File: src/rtl/pipe_ctrl_pkg.sv
// Shared types for the pipeline hazard controller: FSM state encoding,
// the hard-wired zero register index and the per-stage stall/bubble pair.
package pipe_ctrl_pkg;

  typedef enum logic [1:0] {
    StIdle    = 2'd0,
    StMemWait = 2'd1,
    StMdWait  = 2'd2
  } state_e;

  localparam logic [4:0] ZeroReg = 5'd0;

  typedef struct packed {
    logic stall;
    logic bubble;
  } stage_ctrl_t;

  localparam stage_ctrl_t StageRun   = '{stall: 1'b0, bubble: 1'b0};
  localparam stage_ctrl_t StageHold  = '{stall: 1'b1, bubble: 1'b0};
  localparam stage_ctrl_t StageFlush = '{stall: 1'b0, bubble: 1'b1};

endpackage

File: src/rtl/pipe_hazard_ctrl_if.sv
// Hazard-controller bundle: pipeline status in, per-stage stall/bubble and
// diagnostics out. The pipeline side is master, the controller is slave.
interface pipe_hazard_ctrl_if #(
  parameter int unsigned PERF_W = 64
) ();

  logic [4:0]        regD_i_rs1;
  logic [4:0]        regD_i_rs2;
  logic              regD_i_use_rs1;
  logic              regD_i_use_rs2;
  logic [4:0]        regE_i_rd;
  logic              regE_i_is_load;
  logic              regE_i_md_start;
  logic              md_i_done;
  logic              exe_i_redirect;
  logic              regM_i_mem_req;
  logic              dmem_i_ready;

  logic              regF_stall;
  logic              regD_stall;
  logic              regD_bubble;
  logic              regE_stall;
  logic              regE_bubble;
  logic              regM_stall;
  logic              regM_bubble;
  logic              regW_stall;
  logic              regW_bubble;
  logic              err_mem_timeout;
  logic [PERF_W-1:0] perf_stall_cnt;

  modport master (
    output regD_i_rs1, regD_i_rs2, regD_i_use_rs1, regD_i_use_rs2,
    output regE_i_rd, regE_i_is_load, regE_i_md_start, md_i_done,
    output exe_i_redirect, regM_i_mem_req, dmem_i_ready,
    input  regF_stall, regD_stall, regD_bubble, regE_stall, regE_bubble,
    input  regM_stall, regM_bubble, regW_stall, regW_bubble,
    input  err_mem_timeout, perf_stall_cnt
  );

  modport slave (
    input  regD_i_rs1, regD_i_rs2, regD_i_use_rs1, regD_i_use_rs2,
    input  regE_i_rd, regE_i_is_load, regE_i_md_start, md_i_done,
    input  exe_i_redirect, regM_i_mem_req, dmem_i_ready,
    output regF_stall, regD_stall, regD_bubble, regE_stall, regE_bubble,
    output regM_stall, regM_bubble, regW_stall, regW_bubble,
    output err_mem_timeout, perf_stall_cnt
  );

endinterface

File: src/rtl/pipe_hazard_detect.sv
// Combinational load-use comparator: flags a decode operand that depends on
// a load still sitting in execute.
module pipe_hazard_detect
  import pipe_ctrl_pkg::*;
(
  input  logic [4:0] rs1,
  input  logic [4:0] rs2,
  input  logic       use_rs1,
  input  logic       use_rs2,
  input  logic [4:0] rd,
  input  logic       is_load,
  output logic       load_use
);

  logic match_rs1;
  logic match_rs2;

  always_comb begin
    match_rs1 = use_rs1 && (rs1 == rd);
    match_rs2 = use_rs2 && (rs2 == rd);
    // x0 never carries a real dependency
    load_use  = is_load && (rd != ZeroReg) && (match_rs1 || match_rs2);
  end

endmodule

File: src/rtl/pipe_hazard_ctrl.sv
// Central stall/bubble sequencer for the 5-stage pipeline, with wait-state FSM,
// data-memory watchdog and stall-cycle performance counter.
module pipe_hazard_ctrl
  import pipe_ctrl_pkg::*;
#(
  parameter int unsigned WDOG_W   = 8,
  parameter int unsigned WDOG_MAX = 200,
  parameter int unsigned PERF_W   = 64
) (
  input  logic              clk,
  input  logic              rst,
  pipe_hazard_ctrl_if.slave bus
);

  state_e            state_q, state_d;
  logic [WDOG_W-1:0] wdog_q, wdog_d;
  logic              err_q, err_d;
  logic [PERF_W-1:0] perf_q, perf_d;

  logic        load_use;
  logic        idle;
  logic        mem_wait;
  logic        md_wait;
  logic        f_stall;
  stage_ctrl_t d_ctrl, e_ctrl, m_ctrl, w_ctrl;

  pipe_hazard_detect u_detect (
    .rs1      (bus.regD_i_rs1),
    .rs2      (bus.regD_i_rs2),
    .use_rs1  (bus.regD_i_use_rs1),
    .use_rs2  (bus.regD_i_use_rs2),
    .rd       (bus.regE_i_rd),
    .is_load  (bus.regE_i_is_load),
    .load_use (load_use)
  );

  // The first wait cycle is decided from IDLE inputs, so no cycle slips.
  always_comb begin
    idle     = (state_q == StIdle);
    mem_wait = (state_q == StMemWait) ||
               (idle && bus.regM_i_mem_req && !bus.dmem_i_ready);
    md_wait  = !mem_wait && ((state_q == StMdWait) ||
               (idle && bus.regE_i_md_start && !bus.md_i_done));
  end

  always_comb begin
    state_d = state_q;
    unique case (state_q)
      StIdle: begin
        if (bus.regM_i_mem_req && !bus.dmem_i_ready) begin
          state_d = StMemWait;
        end else if (bus.regE_i_md_start && !bus.md_i_done) begin
          state_d = StMdWait;
        end
      end
      StMemWait: if (bus.dmem_i_ready) state_d = StIdle;
      StMdWait:  if (bus.md_i_done)    state_d = StIdle;
      default:   state_d = StIdle;
    endcase
  end

  always_comb begin
    f_stall = 1'b0;
    d_ctrl  = StageRun;
    e_ctrl  = StageRun;
    m_ctrl  = StageRun;
    w_ctrl  = StageRun;
    if (rst) begin
      d_ctrl = StageFlush;
      e_ctrl = StageFlush;
      m_ctrl = StageFlush;
      w_ctrl = StageFlush;
    end else if (mem_wait) begin
      f_stall = 1'b1;
      d_ctrl  = StageHold;
      e_ctrl  = StageHold;
      m_ctrl  = StageHold;
      w_ctrl  = StageFlush;
    end else if (md_wait) begin
      f_stall = 1'b1;
      d_ctrl  = StageHold;
      e_ctrl  = StageHold;
      m_ctrl  = StageFlush;
    end else if (bus.exe_i_redirect) begin
      // Wrong-path instructions in D and E are squashed; any load-use is moot
      d_ctrl = StageFlush;
      e_ctrl = StageFlush;
    end else if (load_use) begin
      f_stall = 1'b1;
      d_ctrl  = StageHold;
      e_ctrl  = StageFlush;
    end
  end

  // err rises on the edge where the post-increment count reaches WDOG_MAX.
  always_comb begin
    wdog_d = wdog_q;
    err_d  = err_q;
    if (idle && mem_wait) begin
      wdog_d = '0;
    end else if (state_q == StMemWait) begin
      if (wdog_q != {WDOG_W{1'b1}}) wdog_d = wdog_q + 1'b1;
      if (wdog_d == WDOG_W'(WDOG_MAX)) err_d = 1'b1;
    end
    perf_d = f_stall ? perf_q + PERF_W'(1) : perf_q;
  end

  always_ff @(posedge clk or posedge rst) begin
    if (rst) begin
      state_q <= StIdle;
      wdog_q  <= '0;
      err_q   <= 1'b0;
      perf_q  <= '0;
    end else begin
      state_q <= state_d;
      wdog_q  <= wdog_d;
      err_q   <= err_d;
      perf_q  <= perf_d;
    end
  end

  assign bus.regF_stall      = f_stall;
  assign bus.regD_stall      = d_ctrl.stall;
  assign bus.regD_bubble     = d_ctrl.bubble;
  assign bus.regE_stall      = e_ctrl.stall;
  assign bus.regE_bubble     = e_ctrl.bubble;
  assign bus.regM_stall      = m_ctrl.stall;
  assign bus.regM_bubble     = m_ctrl.bubble;
  assign bus.regW_stall      = w_ctrl.stall;
  assign bus.regW_bubble     = w_ctrl.bubble;
  assign bus.err_mem_timeout = err_q;
  assign bus.perf_stall_cnt  = perf_q;

endmodule

File: src/flat_wrapper.sv
// flat-port wrapper written by rule: the top's interface ports become plain ports
module pipe_hazard_ctrl_flat import pipe_ctrl_pkg::*;
#(
  parameter int unsigned WDOG_W   = 8,
  parameter int unsigned WDOG_MAX = 200,
  parameter int unsigned PERF_W   = 64
)
  (clk, rst, bus_regD_i_rs1, bus_regD_i_rs2, bus_regD_i_use_rs1, bus_regD_i_use_rs2, bus_regE_i_rd, bus_regE_i_is_load, bus_regE_i_md_start, bus_md_i_done, bus_exe_i_redirect, bus_regM_i_mem_req, bus_dmem_i_ready, bus_regF_stall, bus_regD_stall, bus_regD_bubble, bus_regE_stall, bus_regE_bubble, bus_regM_stall, bus_regM_bubble, bus_regW_stall, bus_regW_bubble, bus_err_mem_timeout, bus_perf_stall_cnt);
  pipe_hazard_ctrl_if #(.PERF_W(PERF_W)) bus_i ();
  input  logic clk;
  input  logic rst;
  input wire logic [$bits(bus_i.regD_i_rs1)-1:0] bus_regD_i_rs1;
  input wire logic [$bits(bus_i.regD_i_rs2)-1:0] bus_regD_i_rs2;
  input wire logic [$bits(bus_i.regD_i_use_rs1)-1:0] bus_regD_i_use_rs1;
  input wire logic [$bits(bus_i.regD_i_use_rs2)-1:0] bus_regD_i_use_rs2;
  input wire logic [$bits(bus_i.regE_i_rd)-1:0] bus_regE_i_rd;
  input wire logic [$bits(bus_i.regE_i_is_load)-1:0] bus_regE_i_is_load;
  input wire logic [$bits(bus_i.regE_i_md_start)-1:0] bus_regE_i_md_start;
  input wire logic [$bits(bus_i.md_i_done)-1:0] bus_md_i_done;
  input wire logic [$bits(bus_i.exe_i_redirect)-1:0] bus_exe_i_redirect;
  input wire logic [$bits(bus_i.regM_i_mem_req)-1:0] bus_regM_i_mem_req;
  input wire logic [$bits(bus_i.dmem_i_ready)-1:0] bus_dmem_i_ready;
  output wire logic [$bits(bus_i.regF_stall)-1:0] bus_regF_stall;
  output wire logic [$bits(bus_i.regD_stall)-1:0] bus_regD_stall;
  output wire logic [$bits(bus_i.regD_bubble)-1:0] bus_regD_bubble;
  output wire logic [$bits(bus_i.regE_stall)-1:0] bus_regE_stall;
  output wire logic [$bits(bus_i.regE_bubble)-1:0] bus_regE_bubble;
  output wire logic [$bits(bus_i.regM_stall)-1:0] bus_regM_stall;
  output wire logic [$bits(bus_i.regM_bubble)-1:0] bus_regM_bubble;
  output wire logic [$bits(bus_i.regW_stall)-1:0] bus_regW_stall;
  output wire logic [$bits(bus_i.regW_bubble)-1:0] bus_regW_bubble;
  output wire logic [$bits(bus_i.err_mem_timeout)-1:0] bus_err_mem_timeout;
  output wire logic [$bits(bus_i.perf_stall_cnt)-1:0] bus_perf_stall_cnt;
  assign bus_i.regD_i_rs1 = bus_regD_i_rs1;
  assign bus_i.regD_i_rs2 = bus_regD_i_rs2;
  assign bus_i.regD_i_use_rs1 = bus_regD_i_use_rs1;
  assign bus_i.regD_i_use_rs2 = bus_regD_i_use_rs2;
  assign bus_i.regE_i_rd = bus_regE_i_rd;
  assign bus_i.regE_i_is_load = bus_regE_i_is_load;
  assign bus_i.regE_i_md_start = bus_regE_i_md_start;
  assign bus_i.md_i_done = bus_md_i_done;
  assign bus_i.exe_i_redirect = bus_exe_i_redirect;
  assign bus_i.regM_i_mem_req = bus_regM_i_mem_req;
  assign bus_i.dmem_i_ready = bus_dmem_i_ready;
  assign bus_regF_stall = bus_i.regF_stall;
  assign bus_regD_stall = bus_i.regD_stall;
  assign bus_regD_bubble = bus_i.regD_bubble;
  assign bus_regE_stall = bus_i.regE_stall;
  assign bus_regE_bubble = bus_i.regE_bubble;
  assign bus_regM_stall = bus_i.regM_stall;
  assign bus_regM_bubble = bus_i.regM_bubble;
  assign bus_regW_stall = bus_i.regW_stall;
  assign bus_regW_bubble = bus_i.regW_bubble;
  assign bus_err_mem_timeout = bus_i.err_mem_timeout;
  assign bus_perf_stall_cnt = bus_i.perf_stall_cnt;
  pipe_hazard_ctrl #(.WDOG_W(WDOG_W), .WDOG_MAX(WDOG_MAX), .PERF_W(PERF_W)) u_core (.clk(clk), .rst(rst), .bus(bus_i));
endmodule
File: config.mk
export PLATFORM = sky130hd
export DESIGN_NAME = pipe_hazard_ctrl_flat
export DESIGN_NICKNAME = d
export VERILOG_FILES = /design/src/rtl/pipe_ctrl_pkg.sv /design/src/rtl/pipe_hazard_ctrl_if.sv /design/src/rtl/pipe_hazard_detect.sv /design/src/rtl/pipe_hazard_ctrl.sv /design/src/flat_wrapper.sv
export SDC_FILE = /design/constraint.sdc
export NUM_CORES = 1
export LEC_CHECK = 0
export CORE_MARGIN = 2
export CORE_UTILIZATION = 43
export CTS_BUF_LIST = sky130_fd_sc_hd__clkbuf_8 sky130_fd_sc_hd__clkbuf_16
export DETAILED_ROUTE_END_ITERATION = 16
export PLACE_DENSITY = 0.75
export SLEW_MARGIN = 20
export SYNTH_ARGS = -nofsm -noshare
export SYNTH_HDL_FRONTEND = slang
export SYNTH_SLANG_ARGS = --single-unit
export TNS_END_PERCENT = 10
File: constraint.sdc
create_clock -name clk -period 2.5 [get_ports clk]
set_input_delay 0.375 -clock clk [delete_from_list [all_inputs] [get_ports clk]]
set_output_delay 0.375 -clock clk [all_outputs]
set_load 0.01 [all_outputs]
== Yosys cells after proc, flatten, opt, wreduce, memory -nomap -nowiden ==
Cells that the tools add are included.
Widths: inputs -> output; s select.
Operators by class
  equality and inequality tests: 9
  $add $sub $neg: 2
  reductions and logical operators: 23
  bitwise logic cells: 1
  mux-type cells: 30
Operator list (count)
  $add 64x1->64 const B: 1
  $mux 8: 5
  $mux 2: 16
  $logic_and 1x1->1: 12
  $eq 5x5->1: 2
  $add 8x1->8 const B: 1
  $eq 8x8->1 const B: 1
  $mux 1: 8
  $ne 8x8->1 const B: 1
  $pmux 2 s3: 1
  $reduce_and 3->1: 2
  $reduce_bool 5->1: 1
  $ne 2x2->1 const B: 2
  $logic_not 1->1: 3
  $logic_or 1x1->1: 3
  $ne 3x3->1 const B: 1
  $eq 2x1->1 const B: 1
  $eq 2x2->1 const B: 1
  $logic_not 2->1: 1
  $reduce_bool 2->1: 1
  $not 1->1: 1
Storage, ports and cells
  register bits: 75
  input port bits: 25
  output and inout bits: 74

== Depth between registers and ports, before layout ==
Gate-level depths: netlist of run 1.
  depth after elaboration: 9
  gate-level depth with buffers: 8
  gate-level depth less buffers: 7

== By module ==
From an unflattened synthesis of run 1, not the netlist that was laid out.
Unflattened totals
  cell total of the unflattened synthesis: 406
  area, all modules: 3997.6 µm²
Modules (own cells, without submodules)
  pipe_hazard_ctrl: area each 3863.7 µm², cells each 389, times used 1
  pipe_hazard_detect: area each 133.9 µm², cells each 17, times used 1

== Least setup slack after synthesis of run 1 ==
Ideal clock, no wire load.
  path type: in2out
  start point: input port rst
  end point: output port bus_regM_bubble
  buffers on the path: 0
  arrival time: 2.477 ns
  stages: 2
  setup slack: -0.352 ns
  path through: inv_1 > o21ai_0
On the way
  word-level cells in the longest chain between the ends: 1
Ends and longest elaborated chain
  start, declared: RTL line flat_wrapper.sv:11  | input logic rst;
  $mux 2: RTL line pipe_hazard_ctrl.sv:68  | if (rst) begin
  end, declared: RTL line flat_wrapper.sv:29  | output wire logic [$bits(bus_i.regM_bubble)-1:0] bus_regM_bubble;
No other way between the ends.

== Final worst setup path of run 1 ==
  start point: input port bus_regM_i_mem_req
  end point: output port bus_regE_stall
On the way
  word-level cells in the longest chain between the ends: 8
Ends and longest elaborated chain
  start, declared: RTL line flat_wrapper.sv:21  | input wire logic [$bits(bus_i.regM_i_mem_req)-1:0] bus_regM_i_mem_req;
  $logic_and 1x1->1 (*) (2 in a row): RTL line pipe_hazard_ctrl.sv:41  | (idle && bus.regM_i_mem_req && !bus.dmem_i_ready);
  $logic_or 1x1->1 (*): RTL line pipe_hazard_ctrl.sv:40  | mem_wait = (state_q == StMemWait) ||
  $logic_not 1->1: RTL line pipe_hazard_ctrl.sv:42  | md_wait = !mem_wait && ((state_q == StMdWait) ||
  $logic_and 1x1->1: RTL line pipe_hazard_ctrl.sv:42
  $mux 2: RTL line pipe_hazard_ctrl.sv:79  | end else if (md_wait) begin
  $mux 2 (*): RTL line pipe_hazard_ctrl.sv:73  | end else if (mem_wait) begin
  $mux 2 (*): RTL line pipe_hazard_ctrl.sv:68
  end, declared: RTL line flat_wrapper.sv:26  | output wire logic [$bits(bus_i.regE_stall)-1:0] bus_regE_stall;
Mark *: on every way between the ends. The rest lies on a longest branch, timed or not.

==> results.txt, run 1 <==
----------------------------------------------------
[Critical path]
  Worst Setup Start Kind ... input pin
  Critical register-to-register path startpoint ... u_core.bus.perf_stall_cnt[31]
  Library cell appearing most often on the critical path ... sky130_fd_sc_hd__clkdlybuf4s50_1
  Crit path max-delay family ... buffers and inverters
  Capture point of the worst reg-to-reg path ... u_core.bus.perf_stall_cnt[55]
  Endpoint class of the critical path ... output pin
  Reg2reg setup slack ... 0.31 ns
  Worst endpoint data arrival time ... 2.04 ns
  Maximum net fanout on the critical path ... 3
  Master of the slowest instance on the critical path ... sky130_fd_sc_hd__clkdlybuf4s50_1
  Worst reg2reg path depth ... 6
  Count of buffering cells on the critical path with inverters included ... 3
  Largest stage delay, worst path ... 0.53 ns
  Cells traversed along the worst timing path ... clkdlybuf4s50_1, nor2b_4, o21bai_2, a21oi_2, buf_4, clkdlybuf4s50_1
  Required time of the worst setup path ... approximately 2.1 ns
  Classification of the worst setup path ... in2out
  Crit. path cell count ... 6

[Logic synthesis]
  Area share of fa/ha/maj cells after synthesis ... 0.00638
  Multiplexer area fraction after synthesis ... 0.00255
  Synth warn ... 0
  Fraction of synthesized cell area taken by the top area cell type ... 0.479
  Post-Syn Instances ... roughly 380
  Register bit count reported by yosys ... 75
  Post-Synth Simple-Gate Area ... 0.263
  Number of distinct library cells after synthesis ... 49
  Top cells by instance count after synthesis ... 75 x sky130_fd_sc_hd__dfrtp_1, 45 x sky130_fd_sc_hd__xnor2_1, 34 x sky130_fd_sc_hd__nand2_1
  Async set or reset register ratio after synthesis ... 1.00
  Total nets after synthesis ... 410
  Post-synthesis xor/xnor area fraction ... 0.168
  Library cell with the largest summed area after synthesis ... sky130_fd_sc_hd__dfrtp_1
  Number of flops mapped to enable cells by yosys ... 0
  Register area share after synthesis ... 0.479
  Most frequently used cell type in the post-synthesis netlist ... sky130_fd_sc_hd__dfrtp_1
  Post-Synthesis Cell Area ... about 0.0039 sq mm
  Biggest area contributors in the synthesized netlist ... sky130_fd_sc_hd__dfrtp_1 48%, sky130_fd_sc_hd__xnor2_1 10%, sky130_fd_sc_hd__xor2_1 6.7%
  Compound-cell area share of the yosys netlist ... 0.0475
  Most frequently used flop master after synthesis ... sky130_fd_sc_hd__dfrtp_1
  Largest family of logic cells by synthesized area ... simple AND/OR/NAND/NOR gates
  Per-instance average area after synthesis ... 10.2 sq um

[Floorplanning]
  I/O pin total ... 99
  CORE AREA ... 0.00876 sq mm
  Starting Density ... 0.447
  Area of the die ... 0.00990 sq mm
  Die X-Extent ... 99.5 microns
  DIE HEIGHT ... 99.5 microns
  Rows ... 34

[Timing]
  Transition time at the pin with the least slew margin ... 0.845 ns
  Number of max-slew violations in the final report ... 0
  Max-Slew Margin vs Limit ... 0.437
  Crit path time final ... 2.41 ns
  Total negative slack for setup checks ... 0 ns
  Unrepaired setup endpoints after global routing ... true
  Timing-limited maximum frequency ... about 410 MHz
  Setup Viol. Count Final ... 0
  Clk_skew ... around 0.013 ns
  Final hold violation count ... 0
  Final period util ... 0.964

[Route]
  Per-cell via count in the routed design ... 5.45
  Wire length per cell ... 15.7 microns
  Starting DRC count in detailed routing ... 110
  WL final ... 9460 microns
  DRC violation count after routing ... 0
  1st-pass router iterations ... 4
  Number of vias after detailed routing ... 3,281
  DRT antenna net count ... 0

[Worst hold path]
  Startpoint of the tightest hold check path ... u_core.bus.err_mem_timeout
  Worst hold path depth ... 1
  End of the worst hold path ... u_core.bus.err_mem_timeout
  Class of the tightest hold or removal check ... reg2reg

[Power]
  Leakage power figure ... around 2.3 nW
  Power share of the sequential group ... 0.478
  Power per Cell Area ... 565 mW/mm^2
  Max rail drop VDD ... ~0.26 mV
  Power share of the clock group ... 0.337
  Combinational share of power ... 0.186
  Switching part of the total power ... 0.277
  Internal power of the cells ... 2.15 mW
  Switching power total ... 822 uW

[GRT]
  Gr ovfl total ... 0
  Initial antenna violation count ... 0
  Global router's overall resource usage ... 0.197
  Vias in the first global route ... 3,335
  First-pass GRT wire length ... 15,800 microns
  Maximum number of pins on one net before global-route repair ... 67

[CTS]
  Maximum buffer depth of the clock tree ... 2
  H-tree Lvls ... 3
  Cts-stage hold buffer count ... 0
  Number of buffers added by the clock tree synthesis step ... 9
  Clock latency reported for the late side of the worst-skew pair ... around 0.34 ns
  Clock root buffer ... sky130_fd_sc_hd__clkbuf_8
  Clock-pin slew of the registers on the worst-case setup and hold paths ... 0.08 ns
  # clock sinks ... 75
  TritonCTS clock tree ... built

[Place]
  Post-placement cell area ... 0.00504 sq mm
  Inst Count DP ... 586
  DPL Wire Length ... 6760 microns
  Port bufs ... 97
  Last weighted congestion value of the routability-driven placer ... between 0.8 and 0.9

[Layout]
  Relative area change from synthesis to final layout ... 34.3%
  Non-filler cells in the finished layout ... around 600
  Total number of nets in the final design ... 517
  Final Core Density ... 0.601
  Design Area, Final ... around 0.0053 sq mm
  Antenna diodes ... 0
  Proportion of layout cells with a drive suffix above 1 ... 0.0992
  Filler Cell Count ... 786

[Run]
  Max-capacitance violation count ... 0

[Status]
  Status ... finished clean

----------------------------------------------------
area by class of cell:
cell class / count / area, sq um / share of cell area
sequential: 75 / 1880 / 0.356
multi-input combinational: 284 / 1930 / 0.367
clock buffer: 9 / 124 / 0.0235
inverter: 7 / 30.0 / 0.00570
timing repair buffer: 113 / 1090 / 0.206
tap: 108 / 135 / 0.0257
clock inverter: 6 / 82.6 / 0.0157
repair_timing:
item                       CTS  global route
pin swaps                    1             0
gates resized for setup      8             3
gates cloned                 0             0
setup buffers                1             0
setup endpoints to repair    3             4
power groups by stage:
stage / Sequential (mW) / Combinational, mW / Clock [mW]
finish: 1.42 / 0.552 / 1.00
global route: 1.44 / 0.605 / 1.08
CTS: 1.42 / 0.557 / 1.01
detailed placement: 1.45 / 0.559 / 0
global placement: 1.44 / 0.543 / 0
floorplan: 1.46 / 0.249 / 0
cell families after synthesis:
group | Yosys count
compound gates | 26
xor+xnor | 75
fa+ha+maj | 2
buf+inv | 24
flops | 75
mux | 1
other cells | 1
simple gates | 179
worst max-delay path by stage:
| stage | slack (ns) | endpoint | startpoint |
|---|---|---|---|
| 2_1_floorplan | 0.26 | bus_regM_bubble | rst |
| 3_3_place_gp | -0.24 | bus_regD_stall | bus_regE_i_rd[1] |
| 3_5_place_dp | -0.29 | bus_regF_stall | bus_regE_i_rd[1] |
| 4_1_cts | 0.001 | bus_regE_stall | bus_regM_i_mem_req |
| 5_1_grt | -0.007 | bus_regE_stall | bus_regM_i_mem_req |
| 6_report | 0.09 | bus_regE_stall | bus_regM_i_mem_req |
stage by stage:
stage | total power, mW | setup WS (ns) | hold WS, ns
floorplan | 1.70 | 0.256 | 0.446
global placement | 1.99 | -0.241 | 0.456
detailed placement | 2.01 | -0.289 | 0.463
CTS | 2.99 | 0.00148 | 0.481
global route | 3.12 | -0.00723 | 0.504
finish | 2.97 | 0.0894 | 0.472
sequential cells by signal, summed over array words and instances, names as in the netlist:
| register | count |
|---|---|
| u_core.bus.perf_stall_cnt | 64 |
| u_core.wdog_q | 8 |
| u_core.state_q | 2 |
| u_core.bus.err_mem_timeout | 1 |
metal layers:
| metal | part of all wire | vias up | GRT usage |
|---|---|---|---|
| li1 | - | 1559 | - |
| met3 | 0.055 | 16 | 0.0372 |
| met1 | 0.44 | 1606 | 0.261 |
| met4 | 0.020 | 0 | 0.0717 |
| met2 | 0.48 | 100 | 0.324 |
| met5 | 0 | - | 0 |
cell usage in the layout (no fill, tap or decap), drive strengths merged, types with 15 or more instances in the layout:
| cell | netlist | routed |
|---|---|---|
| and3 | 15 | 15 |
| buf | 14 | 16 |
| clkdlybuf4s50 | 0 | 90 |
| dfrtp | 75 | 75 |
| nand2 | 34 | 34 |
| nand3 | 19 | 19 |
| nand4 | 35 | 35 |
| nor2 | 25 | 25 |
| xnor2 | 45 | 45 |
| xor2 | 30 | 30 |
Note: power is estimated with default switching activity, not from simulation.
==> inputs of run 2 (changes only) <==
--- a/config.mk
+++ b/config.mk
@@ -13,5 +13,6 @@
 export SLEW_MARGIN = 20
 export SYNTH_ARGS = -nofsm -noshare
 export SYNTH_HDL_FRONTEND = slang
+export SYNTH_HIERARCHICAL = 1
 export SYNTH_SLANG_ARGS = --single-unit
 export TNS_END_PERCENT = 10
==> run 2 against run 1 <==
  * Clock power is 9.6% lower
  * Area after synthesis rose by 1.9%
  * Synthesized cell count rose by 6.0%
  * Sequential power about the same
  * Worst setup slack improved by 0.026 ns
  * First-iteration DRC count is 52% higher
  * Largest cell class unchanged
  * Combinational power shrank 5.6%
  * Final area rose by 4.3%
  * Non-clock buffer count grew 9
  * Sequential cell count stayed put
  * Register-to-register slack worse by 0.02 ns
  * Critical path depth stayed put
==> results.txt, run 2 <==
----------------------------------------------------
[Status]
  Status ... finished clean

[CTS]
  Cts-stage hold buffer count ... 0
  Clock-pin slew of the registers on the worst-case setup and hold paths ... 0.08 ns
  Maximum buffer depth of the clock tree ... 2
  TritonCTS clock tree ... built
  Post-CTS Setup Inserts ... 0
  # clock sinks ... 75
  Clock latency reported for the late side of the worst-skew pair ... around 0.36 ns
  H-tree Lvls ... 3
  Clock root buffer ... sky130_fd_sc_hd__clkbuf_8
  Number of buffers added by the clock tree synthesis step ... 9

[Power]
  Switching power total ... ~900 uW
  Max rail drop VDD ... 0.369 mV
  Power share of the clock group ... 0.317
  Combinational share of power ... 0.182
  Power per Cell Area ... 520 mW/mm^2
  Switching part of the total power ... 0.315
  Leakage power figure ... around 2.4 nW
  Tot Pwr ... 2.86 mW
  Power share of the sequential group ... 0.501
  Internal power of the cells ... 1.96 mW

[Layout]
  Max reg flops ... 64
  Most common cell after layout, fill and taps aside ... sky130_fd_sc_hd__clkdlybuf4s50_1
  Filler Cell Count ... roughly 780
  Design Area, Final ... 0.00549 sq mm
  Final Core Density ... 0.603
  Non-filler cells in the finished layout ... 645
  Total number of nets in the final design ... 556
  Relative area change from synthesis to final layout ... 37.4%
  Proportion of layout cells with a drive suffix above 1 ... 0.129
  Highest-count cells in the layout ignoring fill and taps ... 89 x sky130_fd_sc_hd__clkdlybuf4s50_1, 75 x sky130_fd_sc_hd__dfrtp_1, 41 x sky130_fd_sc_hd__xor2_1
  Antenna diodes ... 0

[Critical path]
  Required time of the worst setup path ... 2.12 ns
  Master of the slowest instance on the critical path ... sky130_fd_sc_hd__clkdlybuf4s50_1
  Maximum net fanout on the critical path ... 5
  Cells traversed along the worst timing path ... clkdlybuf4s50_1, nor2_1, o21ai_1, nand2_1, nor2_1, clkdlybuf4s50_1
  Largest stage delay, worst path ... 0.61 ns
  Worst endpoint data arrival time ... about 2 ns
  Classification of the worst setup path ... in2out
  Worst Setup Start Kind ... input pin
  Endpoint class of the critical path ... output pin

[Route]
  1st-pass router iterations ... 5
  Per-cell via count in the routed design ... 5.49
  Wire length per cell ... 15.7 microns
  Starting DRC count in detailed routing ... around 170
  Number of vias after detailed routing ... approximately 3,500
  DRC violation count after routing ... 0
  DRT antenna net count ... 0
  WL final ... 10,100 microns

[Logic synthesis]
  Number of flops mapped to enable cells by yosys ... 0
  Post-Synthesis Cell Area ... 0.00400 sq mm
  Total nets after synthesis ... approximately 430
  Post-Syn Instances ... approximately 400
  Biggest area contributors in the synthesized netlist ... sky130_fd_sc_hd__dfrtp_1 47%, sky130_fd_sc_hd__xor2_1 9.0%, sky130_fd_sc_hd__xnor2_1 7.2%
  Async set or reset register ratio after synthesis ... 1.00
  Fraction of synthesized cell area taken by the top area cell type ... 0.469
  Number of distinct library cells after synthesis ... 51
  Per-instance average area after synthesis ... 9.85 sq um
  Top cells by instance count after synthesis ... 75 x sky130_fd_sc_hd__dfrtp_1, 41 x sky130_fd_sc_hd__xor2_1, 37 x sky130_fd_sc_hd__nand2_1
  Library cell with the largest summed area after synthesis ... sky130_fd_sc_hd__dfrtp_1
  Synth warn ... 6
  Register bit count reported by yosys ... 75
  Most frequently used flop master after synthesis ... sky130_fd_sc_hd__dfrtp_1
  Register area share after synthesis ... 0.469
  Most frequently used cell type in the post-synthesis netlist ... sky130_fd_sc_hd__dfrtp_1

[Run]
  Max-capacitance violation count ... 0

[GRT]
  Global router's overall resource usage ... 0.210
  Vias in the first global route ... 3,518
  Maximum number of pins on one net before global-route repair ... 39
  Initial antenna violation count ... 0
  First-pass GRT wire length ... 16,800 microns
  Gr ovfl total ... 0

[Timing]
  Crit path setup slack, layout ... 0.115 ns
  Max-Slew Margin vs Limit ... 0.620
  Final period util ... 0.954
  Number of max-slew violations in the final report ... 0
  Unrepaired setup endpoints after global routing ... true
  Transition time at the pin with the least slew margin ... 0.567 ns
  Timing-limited maximum frequency ... roughly 420 MHz
  Final hold violation count ... 0
  Clk_skew ... 0.0136 ns
  Setup Viol. Count Final ... 0
  Crit path time final ... 2.39 ns

[Floorplanning]
  CORE AREA ... roughly 0.009 sq mm
  Die X-Extent ... 100 microns
  Rows ... 35
  I/O pin total ... 99
  Area of the die ... 0.0101 sq mm
  DIE HEIGHT ... 100 microns
  Starting Density ... 0.439

[Place]
  Place WS ... -0.316 ns
  Port bufs ... 97
  Inst Count DP ... about 630
  Last weighted congestion value of the routability-driven placer ... 0.817
  DPL Wire Length ... 7530 microns
  Post-placement cell area ... 0.00527 sq mm

[Worst hold path]
  Class of the tightest hold or removal check ... reg2reg

----------------------------------------------------
## run 2: layout make-up
class	instances	area, sq um	share of cell area
well taps	111	139	0.0253
clock buffers	9	124	0.0226
clock inverters	7	66.3	0.0121
flip-flops and latches	75	1880	0.342
repair buffers	122	1170	0.212
inverters	13	52.6	0.00957
multi-input cells	308	2070	0.376
## run 2: final timing paths
check	slack, ns	from	cells past startpoint	end
min in group asynchronous	0.52	rst	3	u_core/wdog_q[4]
min reg2reg	0.50	u_core/bus.perf_stall_cnt[63]	1	u_core/bus.perf_stall_cnt[63]
max in group asynchronous	1.47	rst	3	u_core/bus.perf_stall_cnt[57]
min	0.50	u_core/bus.perf_stall_cnt[63]	1	u_core/bus.perf_stall_cnt[63]
max reg2reg	0.29	u_core/bus.perf_stall_cnt[15]	5	u_core/bus.perf_stall_cnt[38]
max	0.11	rst	6	bus_regD_bubble
## run 2: timing repair
item                                    in CTS  in global routing
endpoints found under the setup margin       3                 18
pin swaps                                    2                  5
resized for setup                            9                 16
## run 2: power groups by stage
stage	sequential, mW	clock, mW	combinational (mW)
6_report	1.43	0.904	0.521
5_1_grt	1.45	0.981	0.574
4_1_cts	1.43	0.933	0.525
3_5_place_dp	1.45	0	0.528
3_3_place_gp	1.44	0	0.523
2_1_floorplan	1.43	0	0.264
## run 2: layer usage
metal  routed length (microns)  GRT usage  vias to the layer above  part of all wire
met5                         0          0                        -                 0
met4                       152     0.0759                        0             0.015
met3                       645     0.0397                       14             0.064
met2                      4920      0.342                      126              0.49
met1                      4420      0.279                     1717              0.44
li1                          -          -                     1686                 -
## run 2: per-stage QoR
step           hold WS [ns]  setup TNS [ns]
6_report              0.499               0
5_1_grt               0.509         -0.0476
4_1_cts               0.494               0
3_5_place_dp          0.477          -10.79
3_3_place_gp          0.457           -9.11
2_1_floorplan         0.446               0
## run 2: kinds of logic (layout without fill, tap and decap cells)
group | Yosys count | in the layout | synth area share
and+or+nand+nor | 193 | 193 | 0.262
DFF | 75 | 75 | 0.469
xor gates and xnor gates | 74 | 74 | 0.162
AOI/OAI and AO/OA | 36 | 36 | 0.0679
buffers and inverters | 23 | 151 | 0.0257
adders and majority gates | 2 | 2 | 0.00626
muxes | 2 | 2 | 0.00563
other | 1 | 1 | 0.000938
## run 2: critical path: cells and delay by family
kind | cells | cell delay [ns]
buffers and inverters | 2 | 1.15
and+or+nand+nor | 3 | 0.37
AOI/OAI and AO/OA | 1 | 0.12
